File: src/rtl/pipeline_ctrl_if.sv
// Control bundle between the five-stage datapath and its stall/flush controller.
// master = datapath side (decode/hazard fields out), slave = controller side.
interface pipeline_ctrl_if #(
  parameter int unsigned REG_ADDR_W = 5
);
  logic                  id_valid;
  logic [REG_ADDR_W-1:0] id_rs1;
  logic [REG_ADDR_W-1:0] id_rs2;
  logic                  id_uses_rs2;
  logic                  ex_R_ram;
  logic                  ex_wE_BR;
  logic [REG_ADDR_W-1:0] ex_rd;
  logic                  mem_req;
  logic                  mem_ready;
  logic                  branch_taken;

  logic                  stall_if;
  logic                  en_buf1;
  logic                  en_buf2;
  logic                  en_buf3;
  logic                  en_buf4;
  logic                  flush_buf1;
  logic                  flush_buf2;
  logic                  mem_timeout;
  logic [15:0]           stall_count;

  modport master (
    output id_valid, id_rs1, id_rs2, id_uses_rs2,
    output ex_R_ram, ex_wE_BR, ex_rd,
    output mem_req, mem_ready, branch_taken,
    input  stall_if, en_buf1, en_buf2, en_buf3, en_buf4,
    input  flush_buf1, flush_buf2, mem_timeout, stall_count
  );

  modport slave (
    input  id_valid, id_rs1, id_rs2, id_uses_rs2,
    input  ex_R_ram, ex_wE_BR, ex_rd,
    input  mem_req, mem_ready, branch_taken,
    output stall_if, en_buf1, en_buf2, en_buf3, en_buf4,
    output flush_buf1, flush_buf2, mem_timeout, stall_count
  );
endinterface

File: src/rtl/pipeline_ctrl.sv
// Stall/flush controller: load-use stalls, branch flushes, RAM wait freezes
// and a sticky timeout error for the five-stage pipeline.
module pipeline_ctrl #(
  parameter int unsigned REG_ADDR_W  = 5,
  parameter int unsigned MEM_TIMEOUT = 15
) (
  input  logic           clk,
  input  logic           rst_n,
  pipeline_ctrl_if.slave bus
);

  localparam int unsigned       WAIT_W    = $clog2(MEM_TIMEOUT) + 1;
  localparam logic [WAIT_W-1:0] WAIT_LAST = WAIT_W'(MEM_TIMEOUT - 1);

  typedef enum logic [1:0] {
    RUN,
    MEM_WAIT,
    ERROR
  } state_t;

  state_t                state;
  state_t                state_nxt;
  logic [WAIT_W-1:0]     wait_cnt;
  logic [WAIT_W-1:0]     wait_cnt_nxt;
  logic [15:0]           stall_cnt;

  logic [REG_ADDR_W-1:0] rs1;
  logic [REG_ADDR_W-1:0] rs2;
  logic [REG_ADDR_W-1:0] rd;
  logic                  hazard;
  logic                  freeze;

  logic                  run_stall;
  logic                  run_en1;
  logic                  run_flush1;
  logic                  run_flush2;

  logic                  stall;
  logic                  en1;
  logic                  en_rest;
  logic                  flush1;
  logic                  flush2;

  assign rs1 = bus.id_rs1;
  assign rs2 = bus.id_rs2;
  assign rd  = bus.ex_rd;

  assign hazard = bus.id_valid && bus.ex_R_ram && bus.ex_wE_BR && (rd != '0) &&
                  ((rd == rs1) || (bus.id_uses_rs2 && (rd == rs2)));

  // Branch outranks the load-use stall: the hazarding ID instruction is flushed.
  always_comb begin
    run_stall  = 1'b0;
    run_en1    = 1'b1;
    run_flush1 = 1'b0;
    run_flush2 = 1'b0;
    if (bus.branch_taken) begin
      run_flush1 = 1'b1;
      run_flush2 = 1'b1;
    end else if (hazard) begin
      run_stall  = 1'b1;
      run_en1    = 1'b0;
      run_flush2 = 1'b1;
    end
  end

  always_comb begin
    state_nxt    = state;
    wait_cnt_nxt = wait_cnt;
    freeze       = 1'b0;
    unique case (state)
      RUN: begin
        if (bus.mem_req && !bus.mem_ready) begin
          freeze       = 1'b1;
          state_nxt    = MEM_WAIT;
          wait_cnt_nxt = '0;
        end
      end
      MEM_WAIT: begin
        if (!bus.mem_ready) begin
          freeze = 1'b1;
          if (wait_cnt == WAIT_LAST) begin
            state_nxt = ERROR;
          end else begin
            wait_cnt_nxt = wait_cnt + 1'b1;
          end
        end else begin
          state_nxt = RUN;
        end
      end
      ERROR: begin
        freeze = 1'b1;
      end
      default: begin
        freeze    = 1'b1;
        state_nxt = RUN;
      end
    endcase
  end

  // Reset forces the frozen pattern asynchronously, independent of state.
  always_comb begin
    stall   = run_stall;
    en1     = run_en1;
    en_rest = 1'b1;
    flush1  = run_flush1;
    flush2  = run_flush2;
    if (freeze || !rst_n) begin
      stall   = 1'b1;
      en1     = 1'b0;
      en_rest = 1'b0;
      flush1  = 1'b0;
      flush2  = 1'b0;
    end
  end

  always_ff @(posedge clk or negedge rst_n) begin
    if (!rst_n) begin
      state     <= RUN;
      wait_cnt  <= '0;
      stall_cnt <= '0;
    end else begin
      state    <= state_nxt;
      wait_cnt <= wait_cnt_nxt;
      if (stall && (state != ERROR) && (stall_cnt != '1)) begin
        stall_cnt <= stall_cnt + 16'd1;
      end
    end
  end

  assign bus.stall_if    = stall;
  assign bus.en_buf1     = en1;
  assign bus.en_buf2     = en_rest;
  assign bus.en_buf3     = en_rest;
  assign bus.en_buf4     = en_rest;
  assign bus.flush_buf1  = flush1;
  assign bus.flush_buf2  = flush2;
  assign bus.mem_timeout = (state == ERROR);
  assign bus.stall_count = stall_cnt;

endmodule

File: src/flat_wrapper.sv
// flat-port wrapper written by rule: the top's interface ports become plain ports
module pipeline_ctrl_flat 
#(
  parameter int unsigned REG_ADDR_W  = 5,
  parameter int unsigned MEM_TIMEOUT = 15
)
  (clk, rst_n, bus_id_valid, bus_id_rs1, bus_id_rs2, bus_id_uses_rs2, bus_ex_R_ram, bus_ex_wE_BR, bus_ex_rd, bus_mem_req, bus_mem_ready, bus_branch_taken, bus_stall_if, bus_en_buf1, bus_en_buf2, bus_en_buf3, bus_en_buf4, bus_flush_buf1, bus_flush_buf2, bus_mem_timeout, bus_stall_count);
  pipeline_ctrl_if #(.REG_ADDR_W(REG_ADDR_W)) bus_i ();
  input  logic clk;
  input  logic rst_n;
  input wire logic [$bits(bus_i.id_valid)-1:0] bus_id_valid;
  input wire logic [$bits(bus_i.id_rs1)-1:0] bus_id_rs1;
  input wire logic [$bits(bus_i.id_rs2)-1:0] bus_id_rs2;
  input wire logic [$bits(bus_i.id_uses_rs2)-1:0] bus_id_uses_rs2;
  input wire logic [$bits(bus_i.ex_R_ram)-1:0] bus_ex_R_ram;
  input wire logic [$bits(bus_i.ex_wE_BR)-1:0] bus_ex_wE_BR;
  input wire logic [$bits(bus_i.ex_rd)-1:0] bus_ex_rd;
  input wire logic [$bits(bus_i.mem_req)-1:0] bus_mem_req;
  input wire logic [$bits(bus_i.mem_ready)-1:0] bus_mem_ready;
  input wire logic [$bits(bus_i.branch_taken)-1:0] bus_branch_taken;
  output wire logic [$bits(bus_i.stall_if)-1:0] bus_stall_if;
  output wire logic [$bits(bus_i.en_buf1)-1:0] bus_en_buf1;
  output wire logic [$bits(bus_i.en_buf2)-1:0] bus_en_buf2;
  output wire logic [$bits(bus_i.en_buf3)-1:0] bus_en_buf3;
  output wire logic [$bits(bus_i.en_buf4)-1:0] bus_en_buf4;
  output wire logic [$bits(bus_i.flush_buf1)-1:0] bus_flush_buf1;
  output wire logic [$bits(bus_i.flush_buf2)-1:0] bus_flush_buf2;
  output wire logic [$bits(bus_i.mem_timeout)-1:0] bus_mem_timeout;
  output wire logic [$bits(bus_i.stall_count)-1:0] bus_stall_count;
  assign bus_i.id_valid = bus_id_valid;
  assign bus_i.id_rs1 = bus_id_rs1;
  assign bus_i.id_rs2 = bus_id_rs2;
  assign bus_i.id_uses_rs2 = bus_id_uses_rs2;
  assign bus_i.ex_R_ram = bus_ex_R_ram;
  assign bus_i.ex_wE_BR = bus_ex_wE_BR;
  assign bus_i.ex_rd = bus_ex_rd;
  assign bus_i.mem_req = bus_mem_req;
  assign bus_i.mem_ready = bus_mem_ready;
  assign bus_i.branch_taken = bus_branch_taken;
  assign bus_stall_if = bus_i.stall_if;
  assign bus_en_buf1 = bus_i.en_buf1;
  assign bus_en_buf2 = bus_i.en_buf2;
  assign bus_en_buf3 = bus_i.en_buf3;
  assign bus_en_buf4 = bus_i.en_buf4;
  assign bus_flush_buf1 = bus_i.flush_buf1;
  assign bus_flush_buf2 = bus_i.flush_buf2;
  assign bus_mem_timeout = bus_i.mem_timeout;
  assign bus_stall_count = bus_i.stall_count;
  pipeline_ctrl #(.REG_ADDR_W(REG_ADDR_W), .MEM_TIMEOUT(MEM_TIMEOUT)) u_core (.clk(clk), .rst_n(rst_n), .bus(bus_i));
endmodule
File: config.mk
export PLATFORM = sky130hd
export DESIGN_NAME = pipeline_ctrl_flat
export DESIGN_NICKNAME = d
export VERILOG_FILES = /design/src/rtl/pipeline_ctrl_if.sv /design/src/rtl/pipeline_ctrl.sv /design/src/flat_wrapper.sv
export SDC_FILE = /design/constraint.sdc
export NUM_CORES = 1
export LEC_CHECK = 0
export CORE_UTILIZATION = 37
export CTS_CLUSTER_DIAMETER = 80
export DETAILED_ROUTE_END_ITERATION = 7
export PLACE_DENSITY_LB_ADDON = 0.12
export REMOVE_ABC_BUFFERS = 1
export SLEW_MARGIN = 10
export SYNTH_ARGS = -nofsm -noshare
export SYNTH_HDL_FRONTEND = slang
export SYNTH_SLANG_ARGS = --single-unit
File: constraint.sdc
create_clock -name clk -period 2.9 [get_ports clk]
set_input_delay 0.87 -clock clk [delete_from_list [all_inputs] [get_ports clk]]
set_output_delay 0.87 -clock clk [all_outputs]
set_load 0.02 [all_outputs]
# Word-level counts from Yosys, hierarchy flattened
# Cells that the tools add are included.
# op_classes
n_bitwise	1
reduce_logical	17
n_addsub	2
muxes	22
n_eq_ne	11
# ops
operator	count
16-bit by 1-bit adder with 16-bit output (second input constant)	1
16-bit != test (second input constant)	1
5-bit two-way mux	3
1-bit two-way mux	13
5-bit == test	2
5-bit one-hot mux with 2 select lines	1
1-bit logical AND	8
2-bit two-way mux	3
2-bit != test (second input constant)	3
2-bit one-hot mux with 3 select lines	1
5-bit by 1-bit adder with 5-bit output (second input constant)	1
5-bit by 4-bit == test with 1-bit output (second input constant)	1
5-bit nonzero test	1
4-bit AND reduction	1
3-bit by 2-bit != test with 1-bit output (second input constant)	1
3-bit AND reduction	1
2-bit by 1-bit == test with 1-bit output (second input constant)	1
2-bit == test (second input constant)	1
1-bit zero test	2
2-bit zero test	1
1-bit logical OR	2
2-bit by 1-bit != test with 1-bit output (second input constant)	1
1-bit one-hot mux with 2 select lines	1
2-bit nonzero test	1
1-bit inverter	1
# word_totals
reg_bits	23

# Longest topological paths before layout
# depth
ltp_word	9
mapped_depth	9
ltp_nobuf	7

# Least setup slack after synthesis
# OpenSTA, ideal clock, no wires.
# synth_path
path_kind	input -> output
start	input port bus_mem_req
end	output port bus_stall_if
stages	7
t_required_ns	2.030
setup_slack_ns	-0.385
t_arrival_ns	2.415
n_path_buf	2
cell_sequence	nor2_1 nor2_1 nor3b_1 o31a_1 buf_6 buf_6 inv_1
# synth_via
elab_chain_cells	5
# synth_lines
element	line	source
start: declaration	flat_wrapper.sv:18	input wire logic [$bits(bus_i.mem_req)-1:0] bus_mem_req;
1-bit logical AND	pipeline_ctrl.sv:73	if (bus.mem_req && !bus.mem_ready) begin
1-bit two-way mux	pipeline_ctrl.sv:73	
1-bit one-hot mux with 2 select lines	pipeline_ctrl.sv:71	unique case (state)
1-bit logical OR	pipeline_ctrl.sv:108	if (freeze || !rst_n) begin
1-bit two-way mux	pipeline_ctrl.sv:108	
end: declaration	flat_wrapper.sv:21	output wire logic [$bits(bus_i.stall_if)-1:0] bus_stall_if;
# Every way passes these cells.

# Worst setup path after layout
# layout_path
start	input port bus_id_rs2[1]
end	output port bus_stall_if
# layout_via
elab_chain_cells	7
# layout_lines
element	line	source
start: declaration	flat_wrapper.sv:13	input wire logic [$bits(bus_i.id_rs2)-1:0] bus_id_rs2;
5-bit == test	pipeline_ctrl.sv:49	((rd == rs1) || (bus.id_uses_rs2 && (rd == rs2)));
1-bit logical AND	pipeline_ctrl.sv:49	
1-bit logical OR	pipeline_ctrl.sv:49	
1-bit logical AND	pipeline_ctrl.sv:48	assign hazard = bus.id_valid && bus.ex_R_ram && bus.ex_wE_BR && (rd != '0) &&
1-bit two-way mux	pipeline_ctrl.sv:60	end else if (hazard) begin
1-bit two-way mux	pipeline_ctrl.sv:57	if (bus.branch_taken) begin
1-bit two-way mux	pipeline_ctrl.sv:108	
# Every way passes these cells.

==> flow_metrics.env <==
export IMPL_whs_endpoint="u_core.bus.stall_count[15]"
export IMPL_boundaryPins=48
export IMPL_power_density_nw_per_um2=678
export IMPL_cp_top_family="compound AO/OA/AOI/OAI gates"
export IMPL_grt_start_max_net_pins=24
export IMPL_skew_ps=1.21
export IMPL_syn_inst=137
export IMPL_drc=0
export IMPL_cp_start_kind="input pin"
export IMPL_grt_remaining_overflow=0
export IMPL_cts_clk_slew_worst_paths_ps=80
export IMPL_irDropWorstVdd_uv=522
export IMPL_worstHoldStart="u_core.bus.stall_count[15]"
export IMPL_status="finished, final reports clean"
export IMPL_ctsHoldBuffers=0
export IMPL_grt_pass1_vias=1190
export IMPL_cap_violations=0
export IMPL_timing_final_hold_violations=0
export IMPL_multiInputGateArea_um2=748
export IMPL_cpMostUsedCell="buf_6"
export IMPL_die_area_um2=3970
export IMPL_netlist_top_cells_area="dfrtp_1 42%, xor2_1 16%, nand2_1 3.3%, nor2_1 3.3%, nand4_1 3.2%"
export IMPL_critical_path_max_fanout=3
export IMPL_final_area_um2=1990
export IMPL_finalCritPeriodShare_pct=99.8
export IMPL_n_fill_cell=306
export IMPL_r2r_start="u_core.bus.stall_count[0]"
export IMPL_path_class="in2out"
export IMPL_portBuffers=47
export IMPL_cts_buffers=3
export IMPL_vias=1181
export IMPL_detail_route_antenna_nets=0
export IMPL_crit_path_end_kind="output pin"
export IMPL_fp_coreArea_um2=3440
export IMPL_syn2layout_area_growth_pct=44.9
export IMPL_synth_top_area_cell="dfrtp_1"
export IMPL_setup_viol=0
export IMPL_r2r_end="u_core.bus.stall_count[1]"
export IMPL_tightest_slew_ps=566
export IMPL_worstSkewPairLatency_ps=260
export IMPL_post_route_util_pct=57.9
export IMPL_tritoncts="done"
export IMPL_yosysTopAreaCellShare_pct=41.8
export IMPL_async_reset_ff_share_pct=100
export IMPL_viasPerCell=4.92
export IMPL_ff2ff_setup_slack_ps=560
export IMPL_clock_path_buffers=2
export IMPL_cts_root_buf="clkbuf_8"
export IMPL_clock_sinks=23
export IMPL_dpl_hpwl_um=2520
export IMPL_globalplace_congestion=0.751
export IMPL_placed_area_um2=1950
export IMPL_instances_no_fill=240
export IMPL_rsz0062_at_grt="yes"
export IMPL_start_util_pct=40.0
export IMPL_finalMaxSlewViolations=0
export IMPL_path_buf_inv=3
export IMPL_layout_drive_gt1_share_pct=21.1
export IMPL_crit_required_ps=2030
export IMPL_syn_area_um2=1380
export IMPL_first_pass_iters=4
export IMPL_die_w_um=63.0
export IMPL_drt_total_wl_um=3260
export IMPL_max_freq_mhz=345
export IMPL_hold_depth=1
export IMPL_synth_seq_cells=23
export IMPL_grt_antenna_before_repair=0
export IMPL_reg2reg_depth=6
export IMPL_drtIter0Drc=36
export IMPL_p_leak_uw=0.000886
export IMPL_antenna_cells=0
export IMPL_arrival_ps=2030
export IMPL_cpPeakStageDelay_ps=300
export IMPL_regArea_um2=576
export IMPL_synth_ff_type="dfrtp_1"
export IMPL_min_period_ps=2900
export IMPL_final_nets=222
export IMPL_synth_warnings=0
export IMPL_critPathSlowestCell="o31a_1"
export IMPL_synth_cell_types=35
export IMPL_hold_path_class="reg2reg"
export IMPL_grt_pass1_wl_um=5490
export IMPL_rows=21
export IMPL_avgSynthCellArea_um2=10.0
export IMPL_wl_per_cell_um=13.6
export IMPL_yosysSeqAreaShare_pct=41.8
export IMPL_dp_cells=236
export IMPL_grt_use_total_pct=17.5
export IMPL_worstPathCellList="buf_6 -> xor2_2 -> nor4_2 -> a32oi_1 -> o31a_1 -> inv_1 -> buf_6"
export IMPL_synth_edff_count=0
export IMPL_htreeDepth=1
export IMPL_relSlewSlack_pct=61.7
export IMPL_die_height_um=63.0
[per-stage QoR]
stage	TNS (ps)	worst slack, ps	total power (uW)	hold slack [ps]
after global placement	-6020	-900	1150	480
after global routing	-153	-89.4	1450	521
after CTS	-15.1	-15.1	1370	504
final	0	4.94	1350	500
after floorplan	-19180	-1530	850	498
after detailed placement	-6780	-933	1170	493
[Yosys cell counts, types with 2 or more instances]
| library cell | count |
|---|---|
| ha_1 | 3 |
| xor2_1 | 25 |
| nor3_2 | 3 |
| buf_4 | 2 |
| inv_1 | 5 |
| nor2_1 | 12 |
| o21ai_0 | 3 |
| dfrtp_1 | 23 |
| nor3_1 | 6 |
| nor4_1 | 4 |
| nor4_2 | 2 |
| buf_6 | 2 |
| xnor2_1 | 3 |
| a22o_1 | 2 |
| nand3_1 | 4 |
| nand4_1 | 7 |
| nand2b_1 | 2 |
| nand2_1 | 12 |
[flip-flops by register name, summed over array words and instances (netlist names)]
| name | flops |
|---|---|
| u_core.bus.stall_count | 16 |
| u_core.state | 2 |
| u_core.wait_cnt | 5 |
[layout make-up]
| cell class | count | share of cell area, % |
|---|---|---|
| inverters | 5 | 0.941 |
| flip-flops and latches | 23 | 28.9 |
| multi-input cells | 103 | 37.5 |
| well taps | 46 | 2.89 |
| clock buffers | 3 | 2.07 |
| repair buffers | 59 | 27.5 |
| clock inverters | 1 | 0.251 |
[routing by layer]
metal  up-vias  share of wire [%]  track usage, %
met1       555                 45            21.5
met5         -                  0               0
met3         4                4.2            3.28
met2        32                 49            30.4
li1        590                  -               -
met4         0                1.2            6.10
[repair_timing]
| action | in CTS | in global routing |
|---|---|---|
| setup buffers | 0 | 0 |
| resized for setup | 76 | 4 |
| endpoints found under the setup margin | 8 | 3 |
| pin swaps | 16 | 4 |
[worst register-to-register path, stage by stage, from the launching register on]
cell     delay, ps
dfrtp_1        410
ha_1           200
nand3_1        160
or3_1          470
o31ai_4        570
nor2_2          90
mux2_1         330
[power by group]
part           switching, uW  total, uW  internal (uW)
Clock                    102        198           95.8
Sequential               125        549            424
Combinational            305        606            301
Total                    532       1350            821
[logic make-up after synthesis]
kind of cell / Yosys count / synth area share, %
and+or+nand+nor: 60 / 25.4
adders and majority gates: 3 / 2.73
buffers and inverters: 11 / 4.73
AOI/OAI and AO/OA: 11 / 6.73
muxes: 1 / 0.818
xor gates and xnor gates: 28 / 17.8
DFF: 23 / 41.8
[cells in the final DEF (no fill, tap or decap), types with 2 or more instances in the layout]
| cell type | netlist | final |
|---|---|---|
| clkdlybuf4s15_1 | 0 | 3 |
| inv_1 | 5 | 5 |
| nand2_1 | 12 | 12 |
| nor3_2 | 3 | 3 |
| ha_1 | 3 | 3 |
| buf_4 | 2 | 11 |
| a22o_1 | 2 | 2 |
| nor3b_2 | 1 | 2 |
| buf_6 | 2 | 8 |
| o21ai_0 | 3 | 3 |
| nor4_1 | 4 | 4 |
| nand3_1 | 4 | 4 |
| clkbuf_8 | 0 | 3 |
| dlygate4sd2_1 | 0 | 7 |
| buf_2 | 1 | 4 |
| xnor2_1 | 3 | 3 |
| clkdlybuf4s15_2 | 0 | 3 |
| nor4_2 | 2 | 2 |
| nor3_1 | 6 | 6 |
| xor2_1 | 25 | 24 |
| nor2_1 | 12 | 12 |
| nand4_1 | 7 | 7 |
| dfrtp_1 | 23 | 23 |
| clkdlybuf4s50_1 | 0 | 23 |
| nand2b_1 | 2 | 2 |
[worst max-delay path by stage]
| stage | start | end | depth (start not counted) |
|---|---|---|---|
| detailed placement | bus_ex_rd[1] | bus_stall_if | 7 |
| global route | bus_id_rs2[1] | bus_stall_if | 7 |
| floorplan | bus_mem_req | bus_stall_if | 5 |
| global placement | bus_ex_rd[1] | bus_stall_if | 7 |
| CTS | bus_id_rs2[2] | bus_stall_if | 7 |
| finish | bus_id_rs2[1] | bus_stall_if | 7 |
Power figures use the tool's default switching activity.
